[src/rtl/cpu_pkg.sv]
// cpu_pkg: constants shared by the MIPS pipeline stages.
//   ST_RUN / ST_HOLD / ST_FLUSH : fetch_state encodings driven by if_stage.
//   CPU_NOP_WORD                : bubble encoding (sll $0,$0,0).
//   CPU_RESET_PC                : default PC loaded on reset.
//   CPU_BUBBLE_MAX              : saturation value of the bubble counter.
package cpu_pkg;

    localparam logic [1:0] ST_RUN   = 2'b00;
    localparam logic [1:0] ST_HOLD  = 2'b01;
    localparam logic [1:0] ST_FLUSH = 2'b10;

    localparam logic [31:0] CPU_NOP_WORD = 32'h0000_0000;
    localparam logic [31:0] CPU_RESET_PC = 32'h0000_0000;

    localparam logic [15:0] CPU_BUBBLE_MAX = 16'hFFFF;

endpackage

[src/rtl/pc_reg.sv]
// pc_reg: program-counter register for the fetch stage.
//   i_clk      : rising-edge clock.
//   i_reset    : synchronous active-high reset, loads RESET_PC.
//   i_load     : load i_load_pc (redirect); beats i_inc.
//   i_load_pc  : redirect target, used as given.
//   i_inc      : advance by PC_STEP (modulo 2^32).
//   o_pc       : current PC.
//   o_pc_next  : o_pc + PC_STEP, shared with the IF/ID pc4 field.
// With neither i_load nor i_inc asserted the PC holds.
module pc_reg
    import cpu_pkg::*;
#(
    parameter logic [31:0]  RESET_PC = CPU_RESET_PC,
    parameter int unsigned  PC_STEP  = 4
) (
    input  logic        i_clk,
    input  logic        i_reset,
    input  logic        i_load,
    input  logic [31:0] i_load_pc,
    input  logic        i_inc,
    output logic [31:0] o_pc,
    output logic [31:0] o_pc_next
);

    logic [31:0] r_pc;
    logic [31:0] w_pc_next;

    // Natural 32-bit wrap: 32'hFFFF_FFFC + 4 becomes 0.
    assign w_pc_next = r_pc + 32'(PC_STEP);

    always_ff @(posedge i_clk) begin
        if (i_reset) begin
            r_pc <= RESET_PC;
        end else if (i_load) begin
            r_pc <= i_load_pc;
        end else if (i_inc) begin
            r_pc <= w_pc_next;
        end
    end

    assign o_pc      = r_pc;
    assign o_pc_next = w_pc_next;

endmodule

[src/rtl/if_stage.sv]
// if_stage: instruction-fetch stage. Owns the PC, drives the instruction
// memory address and holds the IF/ID register feeding the hazard unit.
//   i_clk, i_reset    : clock, synchronous active-high reset.
//   i_en_reg          : PC enable from the hazard unit (0 = hold).
//   i_nop             : bubble request from the hazard unit.
//   i_redirect        : branch/jump/jr resolved this cycle.
//   i_redirect_pc     : redirect target.
//   o_imem_addr       : instruction address (= o_pc).
//   i_imem_data       : combinational instruction read for o_imem_addr.
//   o_pc              : current PC.
//   o_ifid_instr      : IF/ID instruction (NOP_WORD when bubbled).
//   o_ifid_pc4        : IF/ID PC+PC_STEP.
//   o_ifid_valid      : 1 = real instruction, 0 = bubble.
//   o_fetch_state     : 00 RUN, 01 HOLD, 10 FLUSH.
//   o_bubble_cnt      : saturating count of bubbles written since reset.
// Edge priority: reset > redirect > FLUSH > nop > !en_reg > fetch.
module if_stage
    import cpu_pkg::*;
#(
    parameter logic [31:0]  RESET_PC    = CPU_RESET_PC,
    parameter int unsigned  PC_STEP     = 4,
    parameter int unsigned  FLUSH_SLOTS = 1,
    parameter logic [31:0]  NOP_WORD    = CPU_NOP_WORD
) (
    input  logic        i_clk,
    input  logic        i_reset,
    input  logic        i_en_reg,
    input  logic        i_nop,
    input  logic        i_redirect,
    input  logic [31:0] i_redirect_pc,
    output logic [31:0] o_imem_addr,
    input  logic [31:0] i_imem_data,
    output logic [31:0] o_pc,
    output logic [31:0] o_ifid_instr,
    output logic [31:0] o_ifid_pc4,
    output logic        o_ifid_valid,
    output logic [1:0]  o_fetch_state,
    output logic [15:0] o_bubble_cnt
);

    logic [31:0] w_pc;
    logic [31:0] w_pc_next;

    logic        w_bubble;
    logic        w_fetch;
    logic        w_pc_load;
    logic [1:0]  w_state_d;
    logic [2:0]  w_flush_cnt_d;

    logic [1:0]  r_state;
    logic [2:0]  r_flush_cnt;
    logic [31:0] r_ifid_instr;
    logic [31:0] r_ifid_pc4;
    logic        r_ifid_valid;
    logic [15:0] r_bubble_cnt;

    pc_reg #(
        .RESET_PC (RESET_PC),
        .PC_STEP  (PC_STEP)
    ) u_pc_reg (
        .i_clk     (i_clk),
        .i_reset   (i_reset),
        .i_load    (w_pc_load),
        .i_load_pc (i_redirect_pc),
        .i_inc     (w_fetch),
        .o_pc      (w_pc),
        .o_pc_next (w_pc_next)
    );

    always_comb begin
        w_bubble      = 1'b0;
        w_fetch       = 1'b0;
        w_pc_load     = 1'b0;
        w_state_d     = r_state;
        w_flush_cnt_d = r_flush_cnt;

        if (i_redirect) begin
            // Redirect beats stalls; the redirect edge is the first flush slot.
            w_pc_load = 1'b1;
            w_bubble  = 1'b1;
            if (FLUSH_SLOTS > 1) begin
                w_flush_cnt_d = 3'(FLUSH_SLOTS - 1);
                w_state_d     = ST_FLUSH;
            end else begin
                w_flush_cnt_d = 3'd0;
                w_state_d     = ST_RUN;
            end
        end else if (r_state == ST_FLUSH) begin
            w_bubble = 1'b1;
            if (r_flush_cnt <= 3'd1) begin
                w_flush_cnt_d = 3'd0;
                w_state_d     = ST_RUN;
            end else begin
                w_flush_cnt_d = r_flush_cnt - 3'd1;
            end
        end else if (i_nop) begin
            w_bubble  = 1'b1;
            w_state_d = ST_HOLD;
        end else if (!i_en_reg) begin
            w_state_d = ST_HOLD;
        end else begin
            w_fetch   = 1'b1;
            w_state_d = ST_RUN;
        end
    end

    always_ff @(posedge i_clk) begin
        if (i_reset) begin
            r_state     <= ST_RUN;
            r_flush_cnt <= 3'd0;
        end else begin
            r_state     <= w_state_d;
            r_flush_cnt <= w_flush_cnt_d;
        end
    end

    // IF/ID register; a bubble leaves pc4 untouched.
    always_ff @(posedge i_clk) begin
        if (i_reset) begin
            r_ifid_instr <= NOP_WORD;
            r_ifid_pc4   <= 32'h0000_0000;
            r_ifid_valid <= 1'b0;
        end else if (w_bubble) begin
            r_ifid_instr <= NOP_WORD;
            r_ifid_valid <= 1'b0;
        end else if (w_fetch) begin
            r_ifid_instr <= i_imem_data;
            r_ifid_pc4   <= w_pc_next;
            r_ifid_valid <= 1'b1;
        end
    end

    always_ff @(posedge i_clk) begin
        if (i_reset) begin
            r_bubble_cnt <= 16'h0000;
        end else if (w_bubble && (r_bubble_cnt != CPU_BUBBLE_MAX)) begin
            r_bubble_cnt <= r_bubble_cnt + 16'h0001;
        end
    end

    assign o_imem_addr   = w_pc;
    assign o_pc          = w_pc;
    assign o_ifid_instr  = r_ifid_instr;
    assign o_ifid_pc4    = r_ifid_pc4;
    assign o_ifid_valid  = r_ifid_valid;
    assign o_fetch_state = r_state;
    assign o_bubble_cnt  = r_bubble_cnt;

endmodule
[config.mk]
export PLATFORM = sky130hd
export DESIGN_NAME = if_stage
export DESIGN_NICKNAME = d
export VERILOG_FILES = /design/src/rtl/cpu_pkg.sv /design/src/rtl/pc_reg.sv /design/src/rtl/if_stage.sv
export SDC_FILE = /design/constraint.sdc
export NUM_CORES = 1
export LEC_CHECK = 0
export BUFFER_PORTS_ARGS = -buffer_cell sky130_fd_sc_hd__buf_2
export CORE_MARGIN = 2
export CORE_UTILIZATION = 40
export CTS_BUF_LIST = sky130_fd_sc_hd__clkbuf_8
export DETAILED_ROUTE_END_ITERATION = 10
export GPL_TIMING_DRIVEN = 0
export HOLD_SLACK_MARGIN = 0.02
export PLACE_DENSITY_LB_ADDON = 0.08
export SLEW_MARGIN = 20
export SYNTH_ARGS = -nofsm -noshare
export SYNTH_HDL_FRONTEND = slang
export SYNTH_SLANG_ARGS = --single-unit
[constraint.sdc]
create_clock -name i_clk -period 4.5 [get_ports i_clk]
set_input_delay 0.675 -clock i_clk [delete_from_list [all_inputs] [get_ports i_clk]]
set_output_delay 0.675 -clock i_clk [all_outputs]
set_load 0.03 [all_outputs]
Yosys cells after proc, flatten, opt, wreduce, memory -nomap -nowiden
Index checks and enable logic that the tools add are counted.
- output and inout bits: 147
- flip-flop bits (word level): 118
- bits of input ports: 69
- word-level logic and storage cells: 35
- magnitude comparators: 1
- bitwise logic cells: 1
- reduce and logical (&&, ||, !) cells: 5
- eq/ne operators: 3
- multiplexer cells: 15
- add/sub/neg operators: 3
- operators by type and width (kind ; count):
    32-bit 2-to-1 mux ; 2
    32-bit by 3-bit adder with 32-bit output (second input constant) ; 1
    16-bit by 1-bit adder with 16-bit output (second input constant) ; 1
    16-bit != test (second input constant) ; 1
    1-bit 2-to-1 mux ; 10
    2-bit 2-to-1 mux ; 2
    2-bit OR reduction ; 2
    3-bit by 1-bit <= comparator with 1-bit output (second input constant) ; 1
    3-bit 2-to-1 mux ; 1
    3-bit by 1-bit subtractor with 3-bit output (second input constant) ; 1
    2-bit == test (second input constant) ; 1
    2-bit by 1-bit != test with 1-bit output (second input constant) ; 1
    2-bit AND reduction ; 1
    2-bit nonzero test ; 1
    1-bit logical AND ; 1
    1-bit inverter ; 1

Depth between registers and ports, before layout
- word-level depth: 6
- mapped depth: 7
- depth with buffers taken out: 6

Hierarchy
Synthesis repeated with hierarchy kept, for this count alone.
- cell total of the unflattened synthesis: 730
- area, all modules: 5684.2 um^2
- modules (own cells, without submodules) (module ; cells each ; seq. area each (um^2) ; instances ; area each (um^2)):
    if_stage ; 422 ; 1641.6 ; 1 ; 3333.2
    pc_reg ; 308 ; 640.6 ; 1 ; 2351.0

Worst setup path after synthesis
No wires, ideal clock.
- path kind: flip-flop to flip-flop
- start point: register u_pc_reg.r_pc[2] (netlist: u_pc_reg.o_pc[2])
- end point: register r_ifid_pc4[20] (netlist: o_ifid_pc4[20])
- arrival: 2.186 ns
- stages on the path, launching flop included: 7
- path slack: 2.223 ns
- path buffers: 1
- required time: 4.409 ns
- library setup time: 0.091 ns
- period minus slack after synthesis: 2.277 ns
- path through: dfxtp_1 ha_1 nand3_1 or4_1 buf_2 or3_1 a311oi_1
- cells in the longest elaborated chain, start to end: 1
- RTL lines (what ; RTL line ; RTL):
    start, declared ; pc_reg.sv:25 ; logic [31:0] r_pc;
    start signal, assigned ; pc_reg.sv:35 ; r_pc <= i_load_pc;
    start signal, assigned ; pc_reg.sv:37 ; r_pc <= w_pc_next;
    32-bit by 3-bit adder with 32-bit output ; pc_reg.sv:29 ; assign w_pc_next = r_pc + 32'(PC_STEP);
    end signal, assigned ; if_stage.sv:128 ; r_ifid_pc4 <= w_pc_next;
    end, declared ; if_stage.sv:53 ; logic [31:0] r_ifid_pc4;
No other way between the ends.
A chain may end at the register's enable or synchronous reset.

Final worst setup path
- start point: input port i_nop
- end point: register r_ifid_instr[1] (netlist: o_ifid_instr[1])
- cells in the longest elaborated chain, start to end: 4
- elaborated cells on any way between the ends: 7
- classes of those cells: mux (6); reduce/logical (1)
- RTL lines (what ; RTL line ; RTL):
    start, declared ; if_stage.sv:28 ; input logic i_nop,
    1-bit 2-to-1 mux ; if_stage.sv:96 ; end else if (i_nop) begin
    1-bit 2-to-1 mux ; if_stage.sv:88 ; end else if (r_state == ST_FLUSH) begin
    1-bit 2-to-1 mux ; if_stage.sv:77 ; if (i_redirect) begin
    2-bit OR reduction (no source line) ; -- ;
    end signal, assigned ; if_stage.sv:127 ; r_ifid_instr <= i_imem_data;
    end, declared ; if_stage.sv:52 ; logic [31:0] r_ifid_instr;
Several ways; a longest one is shown, not always the timed one.

==> metrics.yaml <==
synth_top_family_by_area: "simple AND/OR/NAND/NOR gates"
setup_ws_ns: 1.929
syn-num-nets: 760
final_util_pct: 53.98
maxSlewViolCount: 0
first_global_vias: 5182
synthMuxAreaShare_pct: 1.471
ys.flop_type: "dfxtp_1"
ys_seq_area_share_pct: 41.29
clk_pin_slew_ns: 0.07
status: "finished clean"
cts_buffers: 17
route.detailed.drc: 0
slew_headroom_pct: 44.65
io_pins: 216
final_nets: 992
rsz0062_at_grt: "false"
maxCapViolations: 0
wl_met3_um: 1249
preCtsSetupSlack_ns: 1.477
cts-root-buf: "clkbuf_8"
fin_tns_setup_ns: 0
yosys.area.top_type: "dfxtp_1"
cts_tree: "yes"
ys_top_cells_by_area: "dfxtp_1 41%, nand2_1 7.0%, a21oi_1 5.9%"
netlist_instances: 689
arrival_ns: 2.94
die_h_um: 121.6
place_hpwl_um: 12710
diodes: 0
fin_crit_sh_pct: 57.14
critPathMaxStageDelay_ns: 0.54
n_fill_cell: 1346
multiInputGateArea_um2: 2733
fmax_mhz: 388.9
met2_wirelength_um: 7688
seqCellArea_um2: 2282
antenna_found_initial: 0
worstPathMaxFanout: 10
top_layer_used: "met4"
avgSynthCellArea_um2: 8.023
power_density_nw_per_um2: 336.9
grt_pass1_wl_um: 26230
grtUsageTotal_pct: 22.91
cts_resized: 0
area_delta_synth_final_pct: 30.35
synth-compound-area-share_pct: 14.24
worstPathCellList: "buf_2 -> nor2_1 -> and2_1 -> clkbuf_1 -> clkbuf_1 -> clkbuf_1 -> nand2_1 -> a21oi_1"
drt_wl_total_um: 16980
drive_gt1_share_pct: 32.01
grt_max_degree: 17
die_w_um: 121.6
clock_sinks: 114
setup_violations: 0
wl_met1_um: 7723
critPathKind: "in -> reg"
fin_crit_ns: 2.571
synth_cell_types: 47
placement.io_buffers: 213
synthAdderAreaFrac_pct: 0.4527
gp_congestion: 0.8632
synthArstFlopShare_pct: 0
endpoint_kind: "flip-flop"
post_cts_buffers: 0
leakage_nw: 3.204
dieArea_um2: 14780
synth-simple-area-share_pct: 24.49
path_delay_family: "buffers and inverters"
ys_ff_latch: 114
wl_per_cell_um: 15.30
ant_nets: 0
drt_iter0_markers: 321
crit_slowest_cell: "clkbuf_1"
drt_first_pass_iters: 5
placementRows: 42
grt_overflow: 0
yosysMostFrequentCell: "dfxtp_1"
hold_path.class: "reg -> reg"
htreeDepth: 4
placeableCoreArea_um2: 13350
ctsHoldBuffers: 0
yosys_warnings: 0
syn_area_um2: 5528
hold_viol_final: 0
hold_slack_ns: 0.4523
floorplan.initialDensity_pct: 41.41
finalPower_mw: 2.427
required_ns: 4.87
cp.buffers_inverters: 4
yosys-top-cells-count: "114 x dfxtp_1, 103 x nand2_1, 68 x nor2_1, 65 x a21oi_1, 41 x clkbuf_1"
synth_top_area_share_pct: 41.29
worst_pin_slew_ns: 0.8234
synth_edf_count: 0
start_kind: "primary input"
cts_buffer_depth: 2
crit_top_cell: "clkbuf_1"
fin_skew_ns: 0.01014
avgViaCountPerCell: 5.115
peakVddDrop_uv: 147.1
vias: 5678
synth_xor_area_share_pct: 8.714
clk_latency_ns: 0.45
-- final timing paths --
path | start | endpoint | slack, ns | depth (start not counted)
worst min-delay path | o_ifid_instr[15] | o_ifid_instr[15] | 0.45 | 2
worst max register to register | u_pc_reg.o_pc[2] | u_pc_reg.o_pc[30] | 2.08 | 6
worst max-delay path | i_nop | o_ifid_instr[1] | 1.93 | 8
worst min register to register | o_ifid_instr[15] | o_ifid_instr[15] | 0.45 | 2
-- cell type report --
class | count | share of cell area (%)
Clock buffer | 20 | 3.820
Clock inverter | 12 | 1.615
Multi-Input combinational cell | 475 | 37.92
Sequential cell | 114 | 31.67
Tap cell | 176 | 3.056
Timing Repair Buffer | 213 | 14.79
Inverter | 16 | 0.8335
Buffer | 84 | 6.286
-- where the power goes --
| part | total, mW | leakage (nW) | internal (mW) | switching, mW |
|---|---|---|---|---|
| Sequential | 1.09 | 0.930 | 1.05 | 0.0457 |
| Clock | 0.953 | 0.200 | 0.526 | 0.427 |
| Combinational | 0.383 | 2.07 | 0.136 | 0.247 |
-- sequential cells by signal, summed over array words and instances (netlist names) --
register,count
o_bubble_cnt,16
o_fetch_state,1
o_ifid_instr,32
o_ifid_pc4,32
o_ifid_valid,1
u_pc_reg.o_pc,32
-- metal layers --
metal  GRT usage (%)  vias up
met3           5.993       30
met2           36.41      224
met1           30.41     2642
li1                -     2782
met5               0        -
met4           7.543        0
-- worst reg2reg max path, stage by stage (launching register included) --
cell and delay, ns:
dfxtp_1 0.52, ha_1 0.27, nand3_1 0.15, nor4_2 0.73, nand4_1 0.19, xor2_1 0.29
o22ai_1 0.14
-- logic make-up after synthesis --
logic type | count (synthesis)
multiplexers | 8
XOR/XNOR | 55
other | 1
adder cells (fa/ha/maj) | 2
AND/OR/NAND/NOR | 279
flip-flops | 114
AO/OA/AOI/OAI | 130
buffers and inverters | 100
-- metrics by stage --
stage               instance area, um2  cells
floorplan                         5528    689
global placement                  6814   1078
detailed placement                6814   1078
CTS                               7206   1110
global route                      7206   1110
finish                            7206   1110
-- cells in the final DEF (no fill, tap or decap), types with 4 or more instances in the layout --
cell type	count
nand2_1	103
nand3_1	18
mux2i_1	7
dfxtp_1	114
nand4_1	21
inv_1	19
xor2_1	25
nor4_1	4
and3_1	10
a21oi_1	65
buf_4	35
xnor2_1	30
o21a_1	12
buf_2	218
a211oi_1	21
nor2_1	68
nor2b_1	10
and4_1	5
clkinvlp_4	4
nor3_1	15
or3_1	6
a311oi_1	5
clkbuf_1	41
clkbuf_8	20
o21ai_0	16
Note: power is estimated with default switching activity, not from simulation.
